## src/rtl/ultrasonic_ranger.sv

```systemverilog
// HC-SR04 style ultrasonic ranger: periodic trigger, echo pulse width to cm
// using nested cycle counters, result held between measurements.
module ultrasonic_ranger #(
  parameter int TRIG_CYCLES   = 500,
  parameter int CYCLES_PER_CM = 2900,
  parameter int ECHO_TIMEOUT  = 1500000,
  parameter int MEAS_PERIOD   = 3000000,
  parameter int MAX_CM        = 500
) (
  input  logic        clock,
  input  logic        RESET,
  input  logic        enable,
  input  logic        echo,
  output logic        trig,
  output logic [31:0] distance,
  output logic        valid,
  output logic        timeout,
  output logic        busy
);

  localparam logic [31:0] TRIG_LAST = 32'(TRIG_CYCLES - 1);
  localparam logic [31:0] SUB_LAST  = 32'(CYCLES_PER_CM - 1);
  localparam logic [31:0] TO_LAST   = 32'(ECHO_TIMEOUT - 1);
  localparam logic [31:0] PER_LAST  = 32'(MEAS_PERIOD - 1);
  localparam logic [31:0] CM_SAT    = 32'(MAX_CM);

  typedef enum logic [2:0] {IDLE, TRIG, WAIT_RISE, MEASURE, HOLDOFF} state_t;

  state_t state, next_state;

  logic        echo_m, echo_s, echo_s_d;
  logic        rise, fall;
  logic [31:0] to_cnt, period_cnt, sub_cnt, cm_cnt;
  logic        trig_done, to_hit, period_done, count_en;

  function automatic logic [31:0] cm_sat_inc(input logic [31:0] cm);
    return (cm >= CM_SAT) ? CM_SAT : cm + 32'd1;
  endfunction

  assign rise        = echo_s & ~echo_s_d;
  assign fall        = ~echo_s & echo_s_d;
  assign trig_done   = (period_cnt == TRIG_LAST);
  assign to_hit      = (to_cnt == TO_LAST);
  assign period_done = (period_cnt == PER_LAST);
  // The rise cycle itself is a high cycle, so it is counted too.
  assign count_en    = ((state == WAIT_RISE) && rise) || ((state == MEASURE) && echo_s);

  always_ff @(posedge clock) begin
    if (!RESET) state <= IDLE;
    else        state <= next_state;
  end

  always_comb begin
    next_state = state;
    case (state)
      IDLE:      if (enable) next_state = TRIG;
      TRIG:      if (trig_done) next_state = WAIT_RISE;
      WAIT_RISE: begin
        if (to_hit)    next_state = HOLDOFF;
        else if (rise) next_state = MEASURE;
      end
      MEASURE:   if (to_hit || fall) next_state = HOLDOFF;
      HOLDOFF:   if (period_done) next_state = enable ? TRIG : IDLE;
      default:   next_state = IDLE;
    endcase
  end

  always_comb begin
    trig = (state == TRIG);
    busy = (state != IDLE);
  end

  always_ff @(posedge clock) begin
    if (!RESET) begin
      echo_m     <= 1'b0;
      echo_s     <= 1'b0;
      echo_s_d   <= 1'b0;
      period_cnt <= '0;
      to_cnt     <= '0;
      sub_cnt    <= '0;
      cm_cnt     <= '0;
      distance   <= CM_SAT;
      timeout    <= 1'b0;
      valid      <= 1'b0;
    end else begin
      echo_m   <= echo;
      echo_s   <= echo_m;
      echo_s_d <= echo_s;
      valid    <= 1'b0;

      // Period counter starts at 0 on the first TRIG cycle of every measurement.
      if ((state == IDLE) || ((state == HOLDOFF) && period_done))
        period_cnt <= '0;
      else if (!period_done)
        period_cnt <= period_cnt + 32'd1;

      if (state == TRIG) begin
        to_cnt  <= '0;
        sub_cnt <= '0;
        cm_cnt  <= '0;
      end else if ((state == WAIT_RISE) || (state == MEASURE)) begin
        to_cnt <= to_cnt + 32'd1;
        if (count_en) begin
          if (sub_cnt == SUB_LAST) begin
            sub_cnt <= '0;
            cm_cnt  <= cm_sat_inc(cm_cnt);
          end else begin
            sub_cnt <= sub_cnt + 32'd1;
          end
        end
      end

      // Timeout takes priority over a simultaneous falling edge.
      if (((state == WAIT_RISE) || (state == MEASURE)) && to_hit) begin
        distance <= CM_SAT;
        timeout  <= 1'b1;
        valid    <= 1'b1;
      end else if ((state == MEASURE) && fall) begin
        distance <= cm_cnt;
        timeout  <= 1'b0;
        valid    <= 1'b1;
      end
    end
  end

endmodule

```

## config.mk

```make
export PLATFORM = sky130hd
export DESIGN_NAME = ultrasonic_ranger
export DESIGN_NICKNAME = d
export VERILOG_FILES = /design/src/rtl/ultrasonic_ranger.sv
export SDC_FILE = /design/constraint.sdc
export NUM_CORES = 1
export LEC_CHECK = 0
export ABC_AREA = 1
export ABC_CLOCK_PERIOD_IN_PS = 5700
export CAP_MARGIN = 30
export CORE_ASPECT_RATIO = 1.25
export CORE_MARGIN = 2
export CORE_UTILIZATION = 60
export DETAILED_ROUTE_END_ITERATION = 12
export PLACE_DENSITY = 0.78
export SYNTH_ARGS = -nofsm -noshare
export SYNTH_HDL_FRONTEND = slang
export SYNTH_SLANG_ARGS = --single-unit
```

## constraint.sdc

```tcl
create_clock -name clock -period 5.7 [get_ports clock]
set_clock_uncertainty 0.2 [all_clocks]
set_input_delay 0.57 -clock clock [delete_from_list [all_inputs] [get_ports clock]]
set_output_delay 0.57 -clock clock [all_outputs]
set_load 0.005 [all_outputs]
```

==> out/qor.yml, run 1 <==
status: "complete, no violations"
async_flop_share: 0
post_dp_cell_area_sq_mm: 0.00867
dp_hpwl_microns: 12500
avgSynthCellArea_sq_um: 6.89
whs_path_depth: 2
grt_pass1_vias: 6835
vias: 7522
wl_per_cell_microns: 12.6
grt_util_met1: 0.314
rsz0062_at_grt: "false"
synth_common_cells: "nand2_1 (253), dfxtp_1 (168), inv_1 (160), nor2_1 (147), a21oi_1 (91)"
muxShareOfSynthArea: 0
synth_warnings: 0
critical_path_class: "reg -> reg"
cpLargestDelayFamily: "buffers and inverters"
coreArea_sq_mm: 0.0133
path_clk_slew_ns: 0.06
drive_gt1_frac: 0.0827
cts_root_buf: "clkbuf_16"
clock_latency_ns: 0.43
antenna_cells: 0
cts_tree: "built"
cts_buffers: 17
critPathMaxStageDelay_ns: 0.71
synth.area.top_cells: "dfxtp_1 (41%), nand2_1 (12%), inv_1 (7.3%), nor2_1 (6.7%), a21oi_1 (5.6%)"
syn_area_sq_mm: 0.00819
ir_drop_mv: 0.214
synth.most_common_cell: "nand2_1"
fmax_mhz: 349
power_switching_w: 0.000701
ctsHoldBuffers: 0
min_period_over_period: 0.502
die-area_sq_mm: 0.0146
drc: 0
maxSlewViolCount: 0
synth_top_area_cell: "dfxtp_1"
post-route-cell-area_sq_mm: 0.00921
die_w_microns: 108
synth_seq_area_share: 0.411
cp-start-kind: "register"
cap_violations: 0
maxSlewHeadroom: 0.386
synth_seq_cells: 168
path_cells: "inv_2 > nor2_4 > nand2_1 > inv_2 > nand3_1 > inv_1 > nand2_1 > a21oi_1"
synth_compound_area_frac: 0.0937
nets: 1230
switching_share: 0.275
finalSetupTns_ns: 0
hp-start: "echo_m"
cts_setup_buffers: 0
htreeDepth: 4
synth_top_area_frac: 0.411
port-buffer-count: 39
syn_inst: 1189
synth_ff_type: "dfxtp_1"
min_period_ns: 2.86
finalHoldViolations: 0
syn2layout_area_growth_pct: 12.5
pwr_density_cell_mw_per_mm2: 277
finalWorstSetupSlack_ns: 2.84
r2r_start: "state[1]"
grt_overflow: 0
fin_hold_ws_ns: 0.220
tightest_slew_ns: 0.919
start_util: 0.616
setup_viol: 0
reg2reg_depth: 8
cts-resized-gates: 0
power_w: 0.00255
min_path_type: "reg -> reg"
syn_nets: 1198
use_met3: 0.0507
crit_arrival_ns: 3.02
p_int_w: 0.00185
seq_power_share: 0.476
hold_end: "echo_s"
antenna_found_initial: 0
synth_top_family_by_area: "simple AND/OR/NAND/NOR gates"
crit_fanout: 29
endpoint_kind: "register"
busiest_layer: "met2"
wirelength_microns: 17700
post-place-ws_ns: 2.85
fp.dieH_microns: 135
r2r_setup_slack_ns: 2.84
synth_edf_count: 0
num_io_pins: 40
yosys.area_share.simple: 0.376
clkPwrFrac: 0.415
share_comb_of_total_power: 0.108
dr.pass1.iters: 5
grt_pass1_wl_microns: 30200
required_ns: 5.86
drt-initial-drc-count: 493
gpl.final_weighted_congestion: 0.931
track_usage: 0.253
p_leak_nw: 3.27
synthXorXnorAreaFrac: 0.0193
cts_buffer_depth: 2
synth_fa_ha_area_frac: 0.00764
ant_nets: 0
r2r_end: "cm_cnt[7]"
path_buf_inv: 3
cts_sinks: 168
met2_usage: 0.435
slowest_stage: "inv_1"
synth.distinct_cells: 38
grt_max_degree: 67
viasPerCell: 5.35
fp-row-count: 47
registers in the layout (all words and copies together), names as in the netlist, 3 cells and up:
name	cells
period_cnt	32
sub_cnt	32
to_cnt	32
distance	32
cm_cnt	32
state	3
how the worst max path moves through the flow:
stage	end	startpoint	slack, ns	cells past startpoint
global placement	cm_cnt[1]	RESET	2.89	6
finish	cm_cnt[7]	state[1]	2.84	8
CTS	cm_cnt[5]	state[1]	2.85	8
global route	cm_cnt[8]	state[1]	2.54	8
detailed placement	cm_cnt[1]	RESET	2.85	6
floorplan	period_cnt[13]	period_cnt[0]	3.87	11
cell type report:
type                       count  area (sq um)
multi-input combinational    829          4060
timing repair buffer          42           413
inverter                     163           612
fill                        1157          4080
clock inverter                12          95.1
tap                          171           214
sequential                   168          3360
clock buffer                  20           447
per-stage QoR:
stage	cells	util
CTS	1405	0.693
detailed placement	1373	0.652
floorplan	1189	-
global placement	1373	0.652
global route	1405	0.693
finish	1405	0.693
worst reg2reg max path, stage by stage, from the launching register on:
cell and delay, ns:
dfxtp_1 0.47, inv_2 0.07, nor2_4 0.16, nand2_1 0.31, inv_2 0.33, nand3_1 0.26
inv_1 0.71, nand2_1 0.13, a21oi_1 0.15
routing by layer:
metal / routed length, microns / vias up
met5: 0 / -
li1: - / 3924
met2: 8670 / 166
met3: 702 / 37
met4: 378 / 0
met1: 7940 / 3395
power groups by stage:
stage	Combinational (W)	Sequential, W	Clock [W]
floorplan	0.000228	0.00123	0
finish	0.000276	0.00121	0.00106
CTS	0.000281	0.00121	0.00107
detailed placement	0.000280	0.00124	0
global placement	0.000279	0.00124	0
global route	0.000319	0.00122	0.00112
layout by cell type, fill, tap and decap left out, types with 35 or more instances in the layout:
cell,instances
a21oi_1,91
clkdlybuf4s50_1,39
dfxtp_1,168
inv_1,160
nand2_1,252
nand3_1,60
nand4_1,39
nor2_1,147
nor3_1,77
or2_2,35
kinds of logic (layout without fill, tap and decap cells):
| group | after synthesis | after routing |
|---|---|---|
| simple gates | 661 | 661 |
| buf+inv | 192 | 237 |
| xor+xnor | 18 | 18 |
| fa+ha+maj | 5 | 5 |
| compound gates | 145 | 145 |
| flops | 168 | 168 |
Power figures use the tool's default switching activity.
==> run 2, diff against run 1 <==
--- a/config.mk
+++ b/config.mk
@@ -6,7 +6,7 @@
 export NUM_CORES = 1
 export LEC_CHECK = 0
 export ABC_AREA = 1
-export ABC_CLOCK_PERIOD_IN_PS = 5700
+export ABC_CLOCK_PERIOD_IN_PS = 3000
 export CAP_MARGIN = 30
 export CORE_ASPECT_RATIO = 1.25
 export CORE_MARGIN = 2
==> constraint.sdc (replaced) <==
create_clock -name clock -period 3 [get_ports clock]
set_clock_uncertainty 0.2 [all_clocks]
set_input_delay 0.3 -clock clock [delete_from_list [all_inputs] [get_ports clock]]
set_output_delay 0.3 -clock clock [all_outputs]
set_load 0.005 [all_outputs]
==> run 2 against run 1 <==
  * Cell area increased by 0.99%
  * Sequential share of layout area decreased by 0.36 points
  * Global-route usage increased by 0.30 points
  * Die area unchanged
  * Core utilization increased by 0.69 points
  * Via count decreased by 0.15%
  * Non-clock buffer count increased by 5
  * Fmax increased by 19%
  * Sequential cell count unchanged
  * Wire length increased by 0.36%
  * Largest power group unchanged
  * Highest routed layer unchanged
==> out/qor.yml, run 2 (synthesis gave the netlist of run 1 again) <==
dr.pass1.iters: 5
drive_gt1_frac: 0.0880
drt-initial-drc-count: 461
wl_per_cell_microns: 12.6
start_util: 0.616
finalWorstSetupSlack_ns: 0.587
switching_share: 0.267
path_cells: "ha_1 > nand3_1 > inv_1 > nand2_1 > nor2_1 > nand2_2 > inv_1 > nand2_1 > nand3_2 > nor3b_1"
cts_tree: "built"
syn2layout_area_growth_pct: 13.6
wirelength_microns: 17800
grt_overflow: 0
cts_sinks: 168
fp.dieH_microns: 135
clkPwrFrac: 0.435
coreArea_sq_mm: 0.0133
rsz0062_at_grt: "false"
cts_buffer_depth: 2
cts-resized-gates: 0
met2_usage: 0.438
required_ns: 3.14
tightest_slew_ns: 0.681
clock_latency_ns: 0.43
critPathMaxStageDelay_ns: 0.52
antenna_found_initial: 0
post-place-ws_ns: 0.612
cap_violations: 0
power_switching_w: 0.00135
maxSlewViolCount: 0
post-route-cell-area_sq_mm: 0.00930
share_comb_of_total_power: 0.108
min_path_type: "reg -> reg"
fmax_mhz: 414
ctsHoldBuffers: 0
min_period_ns: 2.41
setup_viol: 0
cts_buffers: 17
htreeDepth: 4
port-buffer-count: 39
track_usage: 0.256
slowest_stage: "nand3_2"
viasPerCell: 5.33
use_met3: 0.0434
crit_fanout: 32
die-area_sq_mm: 0.0146
min_period_over_period: 0.804
finalHoldViolations: 0
p_int_w: 0.00370
seq_power_share: 0.457
pwr_density_cell_mw_per_mm2: 543
mostFrequentLayoutCell: "nand2_1"
busiest_layer: "met2"
maxSlewHeadroom: 0.546
crit_arrival_ns: 2.55
ir_drop_mv: 0.346
finalSetupTns_ns: 0
utilization: 0.700
num_io_pins: 40
die_w_microns: 108
grt_util_met1: 0.320
post_dp_cell_area_sq_mm: 0.00870
grt_pass1_vias: 6848
grt_max_degree: 42
cts_setup_buffers: 0
path_clk_slew_ns: 0.06
layout_common_cells: "nand2_1 (252), dfxtp_1 (168), inv_1 (160)"
p_leak_nw: 3.32
cts_root_buf: "clkbuf_16"
cp-start-kind: "register"
antenna_cells: 0
status: "complete, no violations"
drc: 0
gpl.final_weighted_congestion: 0.928
endpoint_kind: "register"
fp-row-count: 47
nets: 1235
dp_hpwl_microns: 12800
ant_nets: 0
grt_pass1_wl_microns: 30400
vias: 7511
critical_path_class: "reg -> reg"
fin_hold_ws_ns: 0.214
## run 2: metrics by stage
stage	std cells	total power, W
after floorplan	1189	0.00277
after global placement	1378	0.00289
after global routing	1410	0.00526
after detailed placement	1378	0.00290
after CTS	1410	0.00509
final	1410	0.00505
## run 2: area by class of cell
type	count	area, sq um
clock buffer	19	453
timing repair buffer	47	450
inverter	163	612
clock inverter	13	143
fill	1191	3990
multi-input combinational	829	4060
tap	171	214
sequential	168	3360
## run 2: path summary, 6_finish.rpt
kind	endpoint	from	cells after the start	slack (ns)
worst max-delay path	period_cnt[11]	period_cnt[0]	10	0.59
worst min-delay path	echo_s	echo_m	2	0.21
worst max register to register	period_cnt[11]	period_cnt[0]	10	0.59
worst min register to register	echo_s	echo_m	2	0.21
## run 2: power by group through the flow
stage	clock [W]	combinational [W]	sequential [W]
floorplan	0	0.000434	0.00233
global placement	0	0.000538	0.00235
detailed placement	0	0.000543	0.00235
CTS	0.00223	0.000548	0.00230
global route	0.00234	0.000615	0.00231
finish	0.00220	0.000544	0.00231
## run 2: worst max-delay path: cells and delay by family, from the launching register on
family | cells | cell delay [ns]
DFF | 1 | 0.35
and+or+nand+nor | 7 | 1.36
buffers and inverters | 2 | 0.20
adders and majority gates | 1 | 0.22
## run 2: per-layer routing
layer / wire (microns) / share of wire / vias up
met5: 0 / 0 / -
met4: 310 / 0.017 / 0
met3: 658 / 0.037 / 24
met2: 8740 / 0.49 / 144
met1: 8050 / 0.45 / 3426
li1: - / - / 3917
==> run 3, diff against run 2 <==
--- a/config.mk
+++ b/config.mk
@@ -6,7 +6,7 @@
 export NUM_CORES = 1
 export LEC_CHECK = 0
 export ABC_AREA = 1
-export ABC_CLOCK_PERIOD_IN_PS = 3000
+export ABC_CLOCK_PERIOD_IN_PS = 2500
 export CAP_MARGIN = 30
 export CORE_ASPECT_RATIO = 1.25
 export CORE_MARGIN = 2
==> constraint.sdc (replaced) <==
create_clock -name clock -period 2.5 [get_ports clock]
set_clock_uncertainty 0.2 [all_clocks]
set_input_delay 0.25 -clock clock [delete_from_list [all_inputs] [get_ports clock]]
set_output_delay 0.25 -clock clock [all_outputs]
set_load 0.005 [all_outputs]
==> run 3 against run 2 <==
  * Via count hardly changed
  * Die area did not move
  * Combinational power up 30%
  * Total power increased by 21%
  * Wire length grew 1.1%
  * Critical path type is now reg -> out
==> out/qor.yml, run 3 (synthesis gave the netlist of run 1 again) <==
num_io_pins: 40
ant_nets: 0
finalHoldViolations: 0
rsz0062_at_grt: "false"
dpl.cell_count: 1381
gpl.final_weighted_congestion: 0.921
drc: 0
layout.cells.non_filler: 1413
wl_per_cell_microns: 12.7
dr.pass1.iters: 5
cts_tree: "built"
min_period_over_period: 0.931
crit_arrival_ns: 1.88
track_usage: 0.259
post-route-cell-area_sq_mm: 0.00935
cts_buffers: 17
cts_setup_buffers: 0
post_dp_cell_area_sq_mm: 0.00876
cts_sinks: 168
setup_viol: 0
antenna_cells: 0
min_path_type: "in -> reg"
die_w_microns: 108
multi_input_area_sq_mm: 0.00406
required_ns: 2.05
layout_common_cells: "nand2_1 (252), dfxtp_1 (168), inv_1 (160)"
ctsHoldBuffers: 0
path_clk_slew_ns: 0.06
tightest_slew_ns: 0.616
htreeDepth: 4
endpoint_kind: "output port"
finalSetupTns_ns: 0
start_util: 0.616
status: "complete, no violations"
maxSlewHeadroom: 0.589
fp.dieH_microns: 135
path_buf_inv: 3
drt-initial-drc-count: 442
ir_drop_mv: 0.674
critical_path_class: "reg -> out"
dp_hpwl_microns: 12700
grt_overflow: 0
grt_pass1_wl_microns: 30800
die-area_sq_mm: 0.0146
pwr_density_cell_mw_per_mm2: 652
min_period_ns: 2.33
cap_violations: 0
coreArea_sq_mm: 0.0133
syn2layout_area_growth_pct: 14.2
viasPerCell: 5.32
grt_pass1_vias: 7059
cpLargestDelayFamily: "buffers and inverters"
maxSlewViolCount: 0
antenna_found_initial: 0
cts_buffer_depth: 2
fp-row-count: 47
crit_fanout: 7
port-buffer-count: 39
clock_latency_ns: 0.43
grt_max_degree: 67
mostFrequentLayoutCell: "nand2_1"
critPathMaxStageDelay_ns: 0.49
seq_area_sq_mm: 0.00336
vias: 7518
wirelength_microns: 17900
cp-start-kind: "register"
path_cells: "inv_1 > nor3_1 > buf_4 > clkdlybuf4s50_1"
cts_root_buf: "clkbuf_16"
slowest_stage: "clkdlybuf4s50_1"
fill_cells: 1175
nets: 1238
drive_gt1_frac: 0.0894
cts-resized-gates: 0
p_leak_nw: 3.35
fmax_mhz: 430
==> run 3: power breakdown <==
part           switching, W  internal [W]
logic              0.000468      0.000239
clock network       0.00112       0.00151
registers         0.0000520       0.00271
==> run 3: worst reg2reg max path, cell delays in order (launching register included) <==
cell,delay (ns)
dfxtp_1,0.39
ha_1,0.19
inv_1,0.07
nor2_1,0.19
nand3_1,0.09
nor2_1,0.14
nand3_1,0.14
nand2_1,0.21
buf_4,0.30
a21oi_1,0.09
==> run 3: final timing paths <==
path,startpoint,end,slack [ns],depth (start not counted)
setup / recovery,state[0],trig,0.17,4
hold / removal,echo,echo_m,0.21,3
setup reg to reg,to_cnt[0],distance[27],0.37,9
hold reg to reg,echo_m,echo_s,0.21,2
==> run 3: layer usage <==
layer  global-route usage  vias to the layer above  wire length, microns
met5                    0                        -                     0
met4                0.115                        0                   423
met3               0.0483                       39                   642
met2                0.443                      148                  8960
met1                0.316                     3407                  7930
li1                     -                     3924                     -
==> run 3: area by class of cell <==
class	instances	area share
clock buffer	19	0.0474
clock inverter	13	0.0157
inverter	163	0.0654
multi-input combinational	829	0.435
sequential	168	0.360
tap	171	0.0229
timing repair buffer	50	0.0546
==> run 3: per-stage QoR <==
step / setup WS, ns / util / power, W / hold slack, ns
floorplan: 0.673 / - / 0.00332 / 0.148
global placement: 0.443 / 0.659 / 0.00353 / 0.193
detailed placement: 0.383 / 0.659 / 0.00354 / 0.200
CTS: 0.165 / 0.704 / 0.00614 / 0.191
global route: 0.0532 / 0.704 / 0.00635 / 0.210
finish: 0.172 / 0.704 / 0.00610 / 0.209
